### config.mk
export PLATFORM = sky130hd
export DESIGN_NAME = mux_21_arbiter
export DESIGN_NICKNAME = d
export VERILOG_FILES = /design/src/rtl/mux_21_arbiter.sv
export SDC_FILE = /design/constraint.sdc
export NUM_CORES = 1
export LEC_CHECK = 0
export CAP_MARGIN = 0
export CORE_AREA = 2 2 39 41
export CTS_BUF_LIST = sky130_fd_sc_hd__clkbuf_16
export DETAILED_ROUTE_END_ITERATION = 10
export DIE_AREA = 0 0 41 43
export PLACE_DENSITY = 0.73
export SLEW_MARGIN = 30
export SYNTH_ARGS = -nofsm -noshare
export SYNTH_HDL_FRONTEND = slang
export SYNTH_SLANG_ARGS = --single-unit
### constraint.sdc
create_clock -name clk -period 2.36 [get_ports clk]
set_clock_uncertainty 0.05 [all_clocks]
set_input_delay 0.472 -clock clk [delete_from_list [all_inputs] [get_ports clk]]
set_output_delay 0.472 -clock clk [all_outputs]
set_load 0.01 [all_outputs]
### src/rtl/mux_21_arbiter.sv
// Round-robin arbiter for two requesters sharing one 2:1 mux path.
// Drives a one-hot grant and the mux select, and registers the routed input as mux_out.
module mux_21_arbiter #(
    parameter int WIDTH    = 1,
    parameter int MAX_HOLD = 4
) (
    input  logic               clk,
    input  logic               rst_n,
    input  logic [1:0]         req,
    input  logic [2*WIDTH-1:0] mux_in,
    output logic [1:0]         gnt,
    output logic               sel,
    output logic [WIDTH-1:0]   mux_out,
    output logic               out_valid
);

    localparam int CNT_W = (MAX_HOLD > 1) ? $clog2(MAX_HOLD) : 1;
    localparam logic [CNT_W-1:0] HOLD_LAST = CNT_W'(MAX_HOLD - 1);

    typedef enum logic [1:0] {
        IDLE   = 2'd0,
        GRANT0 = 2'd1,
        GRANT1 = 2'd2
    } state_e;

    state_e             state_q, state_d;
    logic [CNT_W-1:0]   hold_cnt_q, hold_cnt_d;
    logic               last_q, last_d;
    logic [WIDTH-1:0]   mux_out_q, mux_out_d;
    logic               out_valid_q, out_valid_d;

    always_ff @(posedge clk or negedge rst_n) begin
        if (!rst_n) begin
            state_q     <= IDLE;
            hold_cnt_q  <= '0;
            last_q      <= 1'b1;
            mux_out_q   <= '0;
            out_valid_q <= 1'b0;
        end else begin
            state_q     <= state_d;
            hold_cnt_q  <= hold_cnt_d;
            last_q      <= last_d;
            mux_out_q   <= mux_out_d;
            out_valid_q <= out_valid_d;
        end
    end

    always_comb begin
        state_d    = state_q;
        hold_cnt_d = hold_cnt_q;
        last_d     = last_q;

        case (state_q)
            IDLE: begin
                case (req)
                    2'b01:   state_d = GRANT0;
                    2'b10:   state_d = GRANT1;
                    2'b11:   state_d = last_q ? GRANT0 : GRANT1;
                    default: state_d = IDLE;
                endcase
            end
            GRANT0: begin
                // Hand over directly so the path never idles while the other side waits.
                if (!req[0]) begin
                    state_d = req[1] ? GRANT1 : IDLE;
                end else if (req[1] && (hold_cnt_q == HOLD_LAST)) begin
                    state_d = GRANT1;
                end
            end
            GRANT1: begin
                if (!req[1]) begin
                    state_d = req[0] ? GRANT0 : IDLE;
                end else if (req[0] && (hold_cnt_q == HOLD_LAST)) begin
                    state_d = GRANT0;
                end
            end
            default: state_d = IDLE;
        endcase

        if (state_d != state_q) begin
            hold_cnt_d = '0;
            if (state_d == GRANT0) begin
                last_d = 1'b0;
            end else if (state_d == GRANT1) begin
                last_d = 1'b1;
            end
        end else if ((state_q != IDLE) && (hold_cnt_q != HOLD_LAST)) begin
            hold_cnt_d = hold_cnt_q + 1'b1;
        end
    end

    // Data path: capture whichever input the current grant routes; hold it while idle.
    always_comb begin
        mux_out_d   = mux_out_q;
        out_valid_d = (state_q != IDLE);
        if (state_q == GRANT0) begin
            mux_out_d = mux_in[WIDTH-1:0];
        end else if (state_q == GRANT1) begin
            mux_out_d = mux_in[2*WIDTH-1:WIDTH];
        end
    end

    assign gnt       = {state_q == GRANT1, state_q == GRANT0};
    assign sel       = (state_q == GRANT1);
    assign mux_out   = mux_out_q;
    assign out_valid = out_valid_q;

endmodule
Word level (Yosys, flattened, before mapping)
Index checks and enable logic that the tools add are counted.

Output and inout port bits: 5. Word-level logic and storage cells: 40. Input bits: 6. Flip-flop bits (word level): 7.

Add/subtract/negate cells: 1. Mux-type cells: 15. Reduce and logical (&&, ||, !) cells: 9. Equality and inequality tests: 10.

Operators by type and width (number): $mux 2 (8); $pmux 2 s3 (2); $eq 2x2->1 const B (5); $reduce_bool 2->1 (4); $eq 2x1->1 const B (3); $mux 1 (5); $logic_and 1x1->1 (3); $add 2x1->2 const B (1); $logic_not 2->1 (1); $ne 2x2->1 (1); $ne 2x2->1 const B (1); $reduce_and 2->1 (1).

Logic depth before layout (Yosys ltp)
Gate-level depths: netlist (run 1).

Word-level depth: 8. Mapped depth: 9.

Worst setup path before layout (run 1)
Ideal clock, no wire load.

Kind: register to register. Start point: register state_q[1]. End point: register last_q. Slack: 0.444 ns. Data arrival time: 1.791 ns. Cell stages (with the launch flop): 9. Period minus slack after synthesis: 1.916 ns. Buffers on the path: 0. Setup time: 0.075 ns. Path through: dfrtp_1 > inv_1 > ha_1 > inv_1 > o32ai_4 > inv_1 > ha_1 > a21oi_2 > mux2i_1.

Elaborated cells between the ends (all ways): 14. Those cells by class: 5 x eq/ne; 6 x mux; 3 x reduce/logical.

RTL lines: start: declaration (RTL line 26) `state_e state_q, state_d;`; start signal: assignment (RTL line 40) `state_q <= state_d;`; $eq 2x1->1 *; named net gnt[0] (RTL line 11) `output logic [1:0] gnt,`; $pmux 2 s3 * (RTL line 53) `case (state_q)`; named net state_d[1] (RTL line 26); $eq 2x1->1 or $eq 2x2->1 (tied branches) (RTL line 82, 84); $reduce_bool 2->1 (no line); $reduce_and 2->1 (no line); end signal: assignment (RTL line 42) `last_q <= last_d;`; end: declaration (RTL line 28) `logic last_q, last_d;`.

Mark *: on every way through the listed nets, which the timed path passes. The rest lies on a longest branch. A chain may end at the register's enable or synchronous reset.

Final worst setup path (run 1)
Start point: register state_q[0]. End point: output port sel.

Cells in the longest elaborated chain, start to end: 1.

Ends and longest elaborated chain: $eq 2x2->1 (RTL line 104) `assign sel = (state_q == GRANT1);`; end: declaration (RTL line 12) `output logic sel,`.

Every way passes these cells.

==> out/summary.txt, run 1 <==
worst slew pin tran - 0.302 ns
via count - 413
Pwr Density - 1480 nW/µm²
PostCTS Resize Cnt - 0
Core ar. - 1380 µm²
final worst-path cycle share - 92.3%
Critical path origin - state_q[0]
GRT Total Usage - 14.6%
Critical Path AT - 1.66 ns
critical path buffer and inverter count - 2
count leader, synth - nand2_1
drt wl/cell - 12.3 µm
FF+latch area - 176 µm²
final setup TNS - 0 ns
Die W - 41 µm
drt via density - 4.92
nature of the critical path startpoint - register
async set-or-reset flop fraction in the synthesized netlist - 100%
footprint of the multi-input gates - 294 µm²
Synth top area share - 29.8%
Num Clock Sinks - 7
total I/O pin count - 11
post-synthesis mux area share - 3.97%
cts hold-fix bufs - 0
row count - 14
DRC violations left - 0
fmax - 459 MHz
chip height - 43 µm
Gate Count Post-Synth - 55
vias in the first global route - 420
worst-skew pair later-pin latency - 0.23 ns
Post-Synth XOR/XNOR Area - 3.47%
clock-pin slew on the worst setup and hold paths - 0.04 ns
area post-placement - 617 µm²
run status - complete, no violations
initial antenna violation count - 0
Netlist cell types - 21
HPWL after DPL - 787 µm
crit-path leading delay family - buffers and inverters
synth warn - 0
Max VDD drop - 0.874 mV
simple-gate portion of the synthesized area - 13.9%
post-synthesis cell area - 504 µm²
total gr overflow - 0
final setup fails - 0
crit path cell chain - inv_1 -> ha_1 -> clkdlybuf4s50_1
worst min path class - in -> async
main flop type after synthesis - dfrtp_1
Worst Path Required - 1.84 ns
Nets - 81
max incr delay on CP - 0.57 ns
DR pass1 iterations - 4
CTS Buf Count - 3
routability cong. - 0.758
post-synthesis adder-cell area fraction - 14.9%
syn_nets - 67
Rel. slew slack - 79.8%
ANT nets after route - 0
number of diodes - 0
largest family of logic cells by synthesized area - compound AO/OA/AOI/OAI gates
Fillers - 135
Max Slew Vio Count - 0
final wirelength - 1040 µm
Area Growth Syn to Fin - 38.0%
Detailed Route Iter0 Violations - 7
Post-CTS Setup Inserts - 0
most instantiated cells after synthesis - 10 x nand2_1, 7 x inv_1, 6 x dfrtp_1, 6 x ha_1, 5 x a21oi_1
Compound-Gate Fraction of Synth Area - 22.1%
Max-Cap Viols - 0
Slowest-stage cell, CP - clkdlybuf4s50_1
post-synthesis register bit count - 7
minimum clock period - 2.18 ns
Worst Path Max Fanout - 6
largest net degree at the start of global routing - 8
post-synth top area cell - dfrtp_1
number of enable flip-flop cells after synthesis - 0
layout cells sized above 1 - 10.3%
Critical Path End Type - output port
CTS tree - built
first-pass GRT wire length - 1660 µm
final count of hold timing violations - 0
Mapped Avg Cell Area - 9.17 µm²
CTS H-tree depth - 1
starting density of the core - 36.4%
IO buf count - 10
fin area - 696 µm²
die area - 1760 µm²
Worst R2R Start - state_q[0]
post-synthesis sequential area ratio - 35.0%
largest cells by area after synthesis - dfrtp_1 30%, ha_1 15%, nand2_1 7.4%, o32ai_4 5.5%, dfstp_2 5.2%
path type of the worst setup path - reg -> out
unrepaired setup endpoints after global routing - false
Leak Pwr - 0.312 nW
Root Buffer Master - clkbuf_16
Max Buffers Root-to-Sink - 2
## placed cells by master, fill, tap and decap left out, types with 2 or more instances in the layout
master | netlist | layout
a21oi_1 | 5 | 5
clkbuf_16 | 0 | 3
clkdlybuf4s50_1 | 0 | 10
dfrtp_1 | 6 | 6
ha_1 | 6 | 6
inv_1 | 7 | 8
mux2i_1 | 2 | 2
nand2_1 | 10 | 10
nor2_1 | 4 | 4
xnor2_1 | 2 | 2
## sequential cells by signal, indices dropped and copies added, names as in the netlist
signal and count:
state_q 2, hold_cnt_q 2, out_valid 1, last_q 1
mux_out 1
## per-layer routing
| layer | wire [µm] | global-route usage [%] |
|---|---|---|
| met1 | 435 | 17.0 |
| met2 | 529 | 22.5 |
| met3 | 45 | 3.14 |
| met4 | 25 | 10.0 |
| met5 | 0 | 0 |
## through the flow
stage | hold slack [ns] | setup slack (ns) | util [%] | total power [W] | cells
floorplan | 0.126 | 0.444 | - | 0.000593 | 55
global placement | 0.443 | 0.0655 | 44.6 | 0.000722 | 80
detailed placement | 0.446 | 0.0305 | 44.6 | 0.000746 | 80
CTS | 0.456 | 0.186 | 50.3 | 0.00104 | 84
global route | 0.486 | 0.0715 | 50.3 | 0.00110 | 84
finish | 0.446 | 0.182 | 50.3 | 0.00103 | 84
## power by group
part / internal (W) / switching, W
clock: 0.000220 / 0.0000628
sequential: 0.000180 / 0.0000467
combinational: 0.000249 / 0.000270
total: 0.000650 / 0.000379
## worst paths after layout
path | end | slack (ns) | cells after the start
worst max-delay path | sel | 0.18 | 3
worst min-delay path | state_q[0] | 0.45 | 1
worst max register to register | last_q | 0.21 | 9
worst min register to register | last_q | 0.45 | 2
max in group asynchronous | last_q | 1.53 | 1
min in group clk | last_q | 0.45 | 2
## cell type report
| type | count | share of cell area [%] |
|---|---|---|
| inverters | 7 | 3.78 |
| repair buffers | 10 | 14.4 |
| well taps | 16 | 2.88 |
| clock buffers | 3 | 10.8 |
| clock inverters | 1 | 0.540 |
| multi-input cells | 40 | 42.3 |
| flip-flops and latches | 7 | 25.4 |
## logic make-up after synthesis
group / Yosys count
fa+ha+maj: 6
simple gates: 17
xor+xnor: 2
flops: 7
compound gates: 13
mux: 2
buf+inv: 8
(Power assumes the default switching activity.)
==> inputs of run 2 (changes only) <==
CTS_CLUSTER_DIAMETER = 60   (was not set)
==> results of run 2 <==
Same layout as run 1: the final DEF is identical, and so are final timing and power.
==> inputs of run 3 (changes only) <==
ABC_CLOCK_PERIOD_IN_PS = 2360   (was not set)
==> results of run 3 <==
Same layout as run 1: the final DEF is identical, and so are final timing and power.
